`src/rtl/mem_access.sv`:
```
// mem_access: memory stage turning loads/stores into one data-bus request and
// handing aligned, extended results (or passthrough ALU values) to writeback.
module mem_access #(
  parameter int DATA_W      = 64,
  parameter bit ALIGN_CHECK = 1'b1
) (
  input  logic              clk,
  input  logic              reset,
  input  logic              in_valid,
  output logic              in_ready,
  input  logic [DATA_W-1:0] in_addr,
  input  logic [DATA_W-1:0] in_wdata,
  input  logic              in_memread,
  input  logic              in_memwrite,
  input  logic [1:0]        in_msize,
  input  logic              in_unsigned,
  input  logic              in_regwrite,
  input  logic              in_memtoreg,
  input  logic [4:0]        in_dst,
  input  logic [DATA_W-1:0] in_pc,
  output logic              dreq_valid,
  output logic [DATA_W-1:0] dreq_addr,
  output logic [1:0]        dreq_size,
  output logic [7:0]        dreq_strobe,
  output logic [DATA_W-1:0] dreq_data,
  input  logic              dresp_addr_ok,
  input  logic              dresp_data_ok,
  input  logic [DATA_W-1:0] dresp_data,
  output logic              out_valid,
  input  logic              out_ready,
  output logic [DATA_W-1:0] out_result,
  output logic              out_regwrite,
  output logic              out_memtoreg,
  output logic [4:0]        out_dst,
  output logic [DATA_W-1:0] out_pc,
  output logic              misalign,
  output logic              stall
);
  typedef enum logic [1:0] {IDLE, REQ, WAIT, DONE} state_t;
  state_t state_q, state_d;
  logic              dreq_valid_q, dreq_valid_d;
  logic [DATA_W-1:0] dreq_addr_q, dreq_addr_d;
  logic [1:0]        dreq_size_q, dreq_size_d;
  logic [7:0]        dreq_strobe_q, dreq_strobe_d;
  logic [DATA_W-1:0] dreq_data_q, dreq_data_d;
  logic              out_valid_q, out_valid_d;
  logic [DATA_W-1:0] out_result_q, out_result_d;
  logic              out_regwrite_q, out_regwrite_d;
  logic              out_memtoreg_q, out_memtoreg_d;
  logic [4:0]        out_dst_q, out_dst_d;
  logic [DATA_W-1:0] out_pc_q, out_pc_d;
  logic              misalign_q, misalign_d;
  logic              ld_q, ld_d;
  logic              uns_q, uns_d;
  logic              capture, is_mem, fault, sx;
  logic [2:0]        align_mask;
  logic [7:0]        lane_mask;
  logic [DATA_W-1:0] raw, ld_val, done_result;
  assign in_ready     = (state_q == IDLE) || (state_q == DONE && out_ready);
  assign capture      = in_valid & in_ready;
  assign is_mem       = in_memread | in_memwrite;
  assign align_mask   = {in_msize == 2'd3, in_msize[1], |in_msize};
  assign fault        = is_mem & ALIGN_CHECK & (|(in_addr[2:0] & align_mask));
  assign lane_mask    = in_msize == 2'd0 ? 8'h01 : in_msize == 2'd1 ? 8'h03 :
                        in_msize == 2'd2 ? 8'h0F : 8'hFF;
  // Extraction uses the held request, so it stays valid across WAIT.
  assign raw          = dresp_data >> {dreq_addr_q[2:0], 3'b000};
  assign sx           = ~uns_q;
  assign ld_val       = dreq_size_q == 2'd0 ? {{56{sx & raw[7]}}, raw[7:0]} :
                        dreq_size_q == 2'd1 ? {{48{sx & raw[15]}}, raw[15:0]} :
                        dreq_size_q == 2'd2 ? {{32{sx & raw[31]}}, raw[31:0]} : raw;
  assign done_result  = ld_q ? ld_val : out_result_q;
  assign stall        = (state_q == REQ) || (state_q == WAIT);
  assign dreq_valid   = dreq_valid_q;
  assign dreq_addr    = dreq_addr_q;
  assign dreq_size    = dreq_size_q;
  assign dreq_strobe  = dreq_strobe_q;
  assign dreq_data    = dreq_data_q;
  assign out_valid    = out_valid_q;
  assign out_result   = out_result_q;
  assign out_regwrite = out_regwrite_q;
  assign out_memtoreg = out_memtoreg_q;
  assign out_dst      = out_dst_q;
  assign out_pc       = out_pc_q;
  assign misalign     = misalign_q;
  always_comb begin
    state_d        = state_q;
    dreq_valid_d   = dreq_valid_q;
    dreq_addr_d    = dreq_addr_q;
    dreq_size_d    = dreq_size_q;
    dreq_strobe_d  = dreq_strobe_q;
    dreq_data_d    = dreq_data_q;
    out_valid_d    = out_valid_q;
    out_result_d   = out_result_q;
    out_regwrite_d = out_regwrite_q;
    out_memtoreg_d = out_memtoreg_q;
    out_dst_d      = out_dst_q;
    out_pc_d       = out_pc_q;
    misalign_d     = misalign_q;
    ld_d           = ld_q;
    uns_d          = uns_q;
    unique case (state_q)
      REQ: if (dresp_addr_ok) begin
        dreq_valid_d = 1'b0;
        state_d      = dresp_data_ok ? DONE : WAIT;
        out_valid_d  = dresp_data_ok;
        out_result_d = dresp_data_ok ? done_result : out_result_q;
      end
      WAIT: if (dresp_data_ok) begin
        state_d      = DONE;
        out_valid_d  = 1'b1;
        out_result_d = done_result;
      end
      DONE: if (out_ready) begin
        state_d     = IDLE;
        out_valid_d = 1'b0;
      end
      default: ;
    endcase
    if (capture) begin
      out_result_d   = in_addr;
      out_regwrite_d = in_regwrite & ~fault;
      out_memtoreg_d = in_memtoreg;
      out_dst_d      = in_dst;
      out_pc_d       = in_pc;
      misalign_d     = fault;
      ld_d           = in_memread & ~fault;
      uns_d          = in_unsigned;
      state_d        = (is_mem & ~fault) ? REQ : DONE;
      out_valid_d    = ~(is_mem & ~fault);
      dreq_valid_d   = is_mem & ~fault;
      if (is_mem & ~fault) begin
        dreq_addr_d   = in_addr;
        dreq_size_d   = in_msize;
        dreq_strobe_d = in_memwrite ? 8'(lane_mask << in_addr[2:0]) : 8'h00;
        dreq_data_d   = in_wdata << {in_addr[2:0], 3'b000};
      end
    end
  end
  always_ff @(posedge clk) begin
    if (reset) begin
      state_q        <= IDLE;
      dreq_valid_q   <= 1'b0;
      dreq_addr_q    <= '0;
      dreq_size_q    <= '0;
      dreq_strobe_q  <= '0;
      dreq_data_q    <= '0;
      out_valid_q    <= 1'b0;
      out_result_q   <= '0;
      out_regwrite_q <= 1'b0;
      out_memtoreg_q <= 1'b0;
      out_dst_q      <= '0;
      out_pc_q       <= '0;
      misalign_q     <= 1'b0;
      ld_q           <= 1'b0;
      uns_q          <= 1'b0;
    end else begin
      state_q        <= state_d;
      dreq_valid_q   <= dreq_valid_d;
      dreq_addr_q    <= dreq_addr_d;
      dreq_size_q    <= dreq_size_d;
      dreq_strobe_q  <= dreq_strobe_d;
      dreq_data_q    <= dreq_data_d;
      out_valid_q    <= out_valid_d;
      out_result_q   <= out_result_d;
      out_regwrite_q <= out_regwrite_d;
      out_memtoreg_q <= out_memtoreg_d;
      out_dst_q      <= out_dst_d;
      out_pc_q       <= out_pc_d;
      misalign_q     <= misalign_d;
      ld_q           <= ld_d;
      uns_q          <= uns_d;
    end
  end
endmodule

```
`config.mk`:
```
export PLATFORM = sky130hd
export DESIGN_NAME = mem_access
export DESIGN_NICKNAME = d
export VERILOG_FILES = /design/src/rtl/mem_access.sv
export SDC_FILE = /design/constraint.sdc
export NUM_CORES = 1
export LEC_CHECK = 0
export BUFFER_PORTS_ARGS = -buffer_cell sky130_fd_sc_hd__buf_2
export CAP_MARGIN = 15
export CORE_MARGIN = 2
export CORE_UTILIZATION = 27
export DETAILED_ROUTE_END_ITERATION = 12
export PLACE_DENSITY_LB_ADDON = 0.08
export SLEW_MARGIN = 10
export SYNTH_ARGS = -nofsm -noshare
export SYNTH_HDL_FRONTEND = slang
export SYNTH_SLANG_ARGS = --single-unit
```
`constraint.sdc`:
```
create_clock -name clk -period 2.08 [get_ports clk]
set_input_delay 0.52 -clock clk [delete_from_list [all_inputs] [get_ports clk]]
set_output_delay 0.52 -clock clk [all_outputs]
set_load 0.1 [all_outputs]
```
**Word level (Yosys, flattened, before mapping)**

Index checks and enable logic that the tools add are counted.

- Flip-flop bits (word level): 280
- Input bits: 274
- Output and inout port bits: 278
- Word-level logic and storage cells: 85

- Equality and inequality tests: 11
- Shift-type cells: 3
- Mux-type cells: 27
- Bitwise gates (word level): 13
- Reduce and logical (&&, ||, !) cells: 16

Operators with widths:

| kind | count |
|---|---|
| 64-bit two-way mux | 7 |
| 64-bit case mux with 2 select lines | 1 |
| 64-bit by 6-bit left shift with 64-bit output | 1 |
| 64-bit by 6-bit >> shifter with 64-bit output | 1 |
| 8-bit two-way mux | 4 |
| 2-bit equality test (second input constant) | 5 |
| 2-bit two-way mux | 5 |
| 3-bit inequality test (second input constant) | 3 |
| 1-bit bitwise AND | 8 |
| 1-bit two-way mux | 8 |
| 8-bit by 3-bit left shift with 8-bit output | 1 |
| 2-bit by 1-bit equality test with 1-bit output (second input constant) | 3 |
| 2-bit logical NOT | 3 |
| 2-bit case mux with 3 select lines | 1 |
| 2-bit AND reduction | 3 |
| 4-bit AND reduction | 1 |
| 2-bit nonzero test | 2 |
| 4-bit nonzero test | 1 |
| 3-bit bitwise AND | 1 |
| 1-bit NOT | 3 |
| 1-bit case mux with 3 select lines | 1 |
| 3-bit nonzero test | 1 |
| 3-bit OR reduction | 1 |
| 1-bit logical OR | 2 |
| other kinds (3) | 3 |

**Logic depth before layout (Yosys ltp)**

- Depth in word-level cells: 10
- Depth in mapped cells: 10
- Depth with buffers taken out: 7

**Least setup slack after synthesis**

No wires, ideal clock.

- Path kind: reg2reg
- From: register state_q[0]
- To: register out_result_q[15] (netlist: out_result[15])
- Library setup time: 0.087 ns
- Arrival: 2.625 ns
- Required time: 1.993 ns
- Path slack: -0.632 ns
- Cell stages (with the launch flop): 10
- Path buffers: 2
- Period minus slack after synthesis: 2.712 ns
- Path through: dfxtp_1 inv_1 ha_1 a21o_1 o2bb2ai_1 nor2_1 clkbuf_1 clkbuf_1 nand2_1 o31ai_1

- Cells in the longest elaborated chain, start to end: 6
- Elaborated cells between the ends (all ways): 12
- Classes of those cells: 4 x eq/ne; 2 x mux; 1 x bitwise; 5 x reduce/logical

Ends and longest elaborated chain:

| what | line | RTL |
|---|---|---|
| from (decl) | 40 | `state_t state_q, state_d;` |
| from (signal assigned) | 158 | `state_q <= state_d;` |
| 2-bit equality test | 59 | `assign in_ready = (state_q == IDLE) \|\| (state_q == DONE && out_ready);` |
| 1-bit logical AND | 59 |  |
| 1-bit logical OR * | 59 |  |
| via in_ready | 10 | `output logic in_ready,` |
| 1-bit bitwise AND * | 60 | `assign capture = in_valid & in_ready;` |
| 3-bit inequality test (no line) / 3-bit nonzero test (equally long branches) | - |  |
| 2-bit AND reduction (no line) | - |  |
| to (signal assigned) | 165 | `out_result_q <= out_result_d;` |
| to (decl) | 47 | `logic [DATA_W-1:0] out_result_q, out_result_d;` |

Mark *: on every way through the listed nets, which the timed path passes. The rest lies on a longest branch.
A chain may end at the register's enable or synchronous reset.

**Worst setup path in the final report**

- From: register state_q[1]
- To: output in_ready

- Cells in the longest elaborated chain, start to end: 3
- Elaborated cells between the ends (all ways): 4
- Classes of those cells: 1 x eq/ne; 3 x reduce/logical

Ends and longest elaborated chain:

| what | line |
|---|---|
| 2-bit equality test | 59 |
| 1-bit logical AND | 59 |
| 1-bit logical OR * | 59 |
| to (decl) | 10 |

Mark *: on every way between the ends. The rest lies on a longest branch, timed or not.

==> impl_metrics.py <==
metrics = {
    "timing": {
        "setup_viol": 1,
        "timing.final.ws_setup_ns": -0.02234,
        "skew_ns": 0.02440,
        "worst_pin_slew_ns": 0.5804,
        "holdWs_ns": 0.2057,
        "slew_headroom_pct": 60.20,
        "maxSlewViolCount": 0,
        "fin_crit_sh_pct": 101.1,
        "layout_min_cycle_time_ns": 2.102,
        "final-hold-violation-count": 0,
        "max_freq_mhz": 475.7,
        "rsz0062_at_grt": "true",
    },
    "worst_setup_path": {
        "critPathRequiredTime_ns": 1.56,
        "crit_cells": 5,
        "reg2reg_depth": 7,
        "critPathLaunchType": "flop",
        "setup.worst_path.start": "state_q[1]",
        "regToRegStartpoint": "dreq_addr[1]",
        "path_buf_inv": 3,
        "endpoint_kind": "output pin",
        "cp-endpoint": "in_ready",
        "path_max_fanout": 4,
        "r2r_slack_ns": 0.07,
        "slowest_delay_ns": 0.37,
        "slowest_stage": "dfxtp_4",
        "worstPathArrival_ns": 1.58,
        "path_cells": "inv_2 -> ha_4 -> a21o_4 -> buf_6 -> buf_12",
        "cp_top_family": "flip-flops",
        "r2r_end": "out_result[62]",
        "path_class": "flop to output pin",
    },
    "floorplanning": {
        "core_area_um2": 50380,
        "dieArea_um2": 53040,
        "start_util_pct": 27.45,
        "die_width_um": 230.3,
        "ios": 552,
        "row_count": 82,
        "die_height_um": 230.3,
    },
    "detailed_routing": {
        "drt_first_pass_iters": 5,
        "wire_per_inst_um": 21.70,
        "drc_errors": 0,
        "drt_iter0_drc": 996,
        "postRouteAntennaNets": 0,
        "viasPerCell": 5.054,
        "num_vias": 15050,
        "routed_wl_um": 64600,
    },
    "run_status": {
        "status": "complete, but fails checks",
        "violations": "setup timing",
    },
    "synth": {
        "ys_async_sr_fraction_pct": 0,
        "yosys_warnings": 0,
        "syn_nets": 1967,
        "syn_avg_cell_area_um2": 8.192,
        "synth_enable_flop_cells": 0,
        "ys_seq_area_share_pct": 40.54,
        "synth-seq-cells": 280,
        "syn-instance-count": 1688,
        "synthFlopType": "dfxtp_1",
        "yosysUniqueCellTypes": 50,
        "synth_area_um2": 13830,
    },
    "clock_tree": {
        "holdBufCountCts": 0,
        "cts_buffers": 36,
        "cts_root_buf": "clkbuf_16",
        "clkLatencyLatePin_ns": 0.55,
        "clockBufferDepth": 3,
        "h-tree-depth": 2,
        "cts_tree": "built",
        "clk_pin_slew_ns": 0.06,
        "clock_sink_count": 280,
    },
    "finish": {
        "final_common_cell": "buf_2",
        "final_cell_mix": "buf_2 (543), nand2_1 (393), dfxtp_1 (273), a21oi_1 (229), buf_4 (125)",
        "drive_above_1_share_pct": 37.96,
        "fin_util_pct": 39.44,
        "nets": 2554,
        "fillerInstances": 5377,
        "syn_to_final_growth_pct": 43.67,
        "final_cells": 2977,
        "final_area_um2": 19870,
    },
    "placement": {
        "gp_congestion": 0.9263,
        "dp_slack_ns": -0.2137,
        "placed_cell_area_um2": 18440,
        "hpwl_um": 49140,
        "post-place-cells": 2906,
        "io_buffers": 551,
    },
    "global_routing": {
        "groute.usage.overall_pct": 23.32,
        "antenna_found_initial": 7,
        "grt_pass1_vias": 14700,
        "grt_max_degree": 82,
        "grt.overflow.total": 0,
        "grt_pass1_wl_um": 94520,
    },
    "power_and_ir_drop": {
        "pwr_density_cell_nw_per_um2": 1285,
        "vdd_drop_max_uv": 747.8,
        "leakage_nw": 8.369,
    },
    "flow_run": {
        "maxCapViolations": 0,
    },
    "hold_path": {
        "worstHoldPathType": "input port to flop",
        "hp-start": "in_pc[8]",
    },
}
## where the power goes
group | total, mW | switching, mW | internal (mW)
logic | 12.4 | 9.46 | 2.90
registers | 6.69 | 0.499 | 6.19
clock network | 6.47 | 2.51 | 3.96
total | 25.5 | 12.5 | 13.1
## final cells by class
type                            instances  area (um^2)  share of cell area (%)
Multi-Input combinational cell       1245         7787                   39.20
Sequential cell                       280         5629                   28.33
Timing Repair Buffer                  705         4352                   21.90
Clock buffer                           51         1070                   5.385
Tap cell                              672        840.8                   4.232
Clock inverter                         12        148.9                  0.7495
Inverter                                7        26.28                  0.1323
Antenna cell                            5        12.51                 0.06298
## worst reg2reg max path, stage by stage, from the launching register on
cell	delay, ns
dfxtp_4	0.42
buf_4	0.20
mux2_2	0.37
o22ai_2	0.17
nor4_4	0.10
a211oi_4	0.26
buf_12	0.24
a211oi_1	0.12
## worst min path at each step
stage | to | cells after the start
after floorplan | ld_q | 2
after global placement | out_result[28] | 2
after detailed placement | dreq_data[22] | 2
after CTS | out_pc[8] | 3
after global routing | out_pc[32] | 3
final | out_pc[8] | 3
## flip-flops by register name, summed over array words and instances, names as in the netlist
name and cells:
dreq_addr 64, dreq_data 64, dreq_size 2, dreq_strobe 8, dreq_valid 1, ld_q 1, misalign 1, out_dst 5
out_memtoreg 1, out_pc 64, out_regwrite 1, out_result 64, out_valid 1, state_q 2, uns_q 1
## Yosys cell counts, types with 4 or more instances
library cell / count / area (um^2)
ha_1: 5 / 62.56
a22oi_1: 45 / 337.8
nor2_1: 85 / 319.1
a21o_1: 9 / 67.56
o22a_1: 11 / 96.34
buf_1: 8 / 30.03
nand2_1: 394 / 1479
o31ai_1: 21 / 157.7
nor3_1: 15 / 75.07
o221ai_1: 7 / 61.31
mux2i_1: 82 / 820.8
mux2_2: 27 / 304.0
nand3b_1: 5 / 37.54
inv_1: 6 / 22.52
clkbuf_1: 110 / 412.9
o211ai_1: 8 / 60.06
or3_1: 5 / 31.28
o22ai_1: 42 / 262.8
a21oi_1: 229 / 1146
nor2b_1: 8 / 50.05
buf_2: 37 / 185.2
o21ai_0: 39 / 195.2
mux4_2: 32 / 720.7
and2_1: 5 / 31.28
nand2b_1: 15 / 93.84
nand3_1: 33 / 165.2
o211a_1: 4 / 40.04
a311oi_1: 7 / 61.31
a211oi_1: 82 / 615.6
a31oi_1: 4 / 25.02
dfxtp_1: 280 / 5605
## metal layers
| layer | vias to the layer above | wire length, um | global-route usage, % |
|---|---|---|---|
| met5 | - | 28 | 0 |
| met4 | 4 | 1161 | 5.242 |
| met3 | 66 | 4209 | 5.283 |
| met2 | 530 | 31780 | 39.95 |
| met1 | 7196 | 27420 | 29.75 |
| li1 | 7250 | - | - |
## stage by stage
step	power, mW	TNS (ns)
final	25.52	-0.02234
after global routing	26.63	-0.2894
after CTS	25.66	-0.07799
after detailed placement	19.00	-8.182
after floorplan	15.69	-3.872
after global placement	18.96	-5.398
## logic make-up after synthesis
logic type      Yosys count  synth area share [%]
simple gates            576                 17.14
flops                   280                 40.54
buf+inv                 164                 4.868
fa+ha+maj                 5                0.4524
compound gates          521                 23.55
mux                     142                 13.45
## timing repair
action | CTS | global route
resized for setup | 21 | 25
pin swaps | 1 | 2
endpoints found under the setup margin | 113 | 59
buffers inserted | 1 | 1
cloned | 0 | 1
hold endpoints to repair | 0 | 0
(Power assumes the default switching activity.)
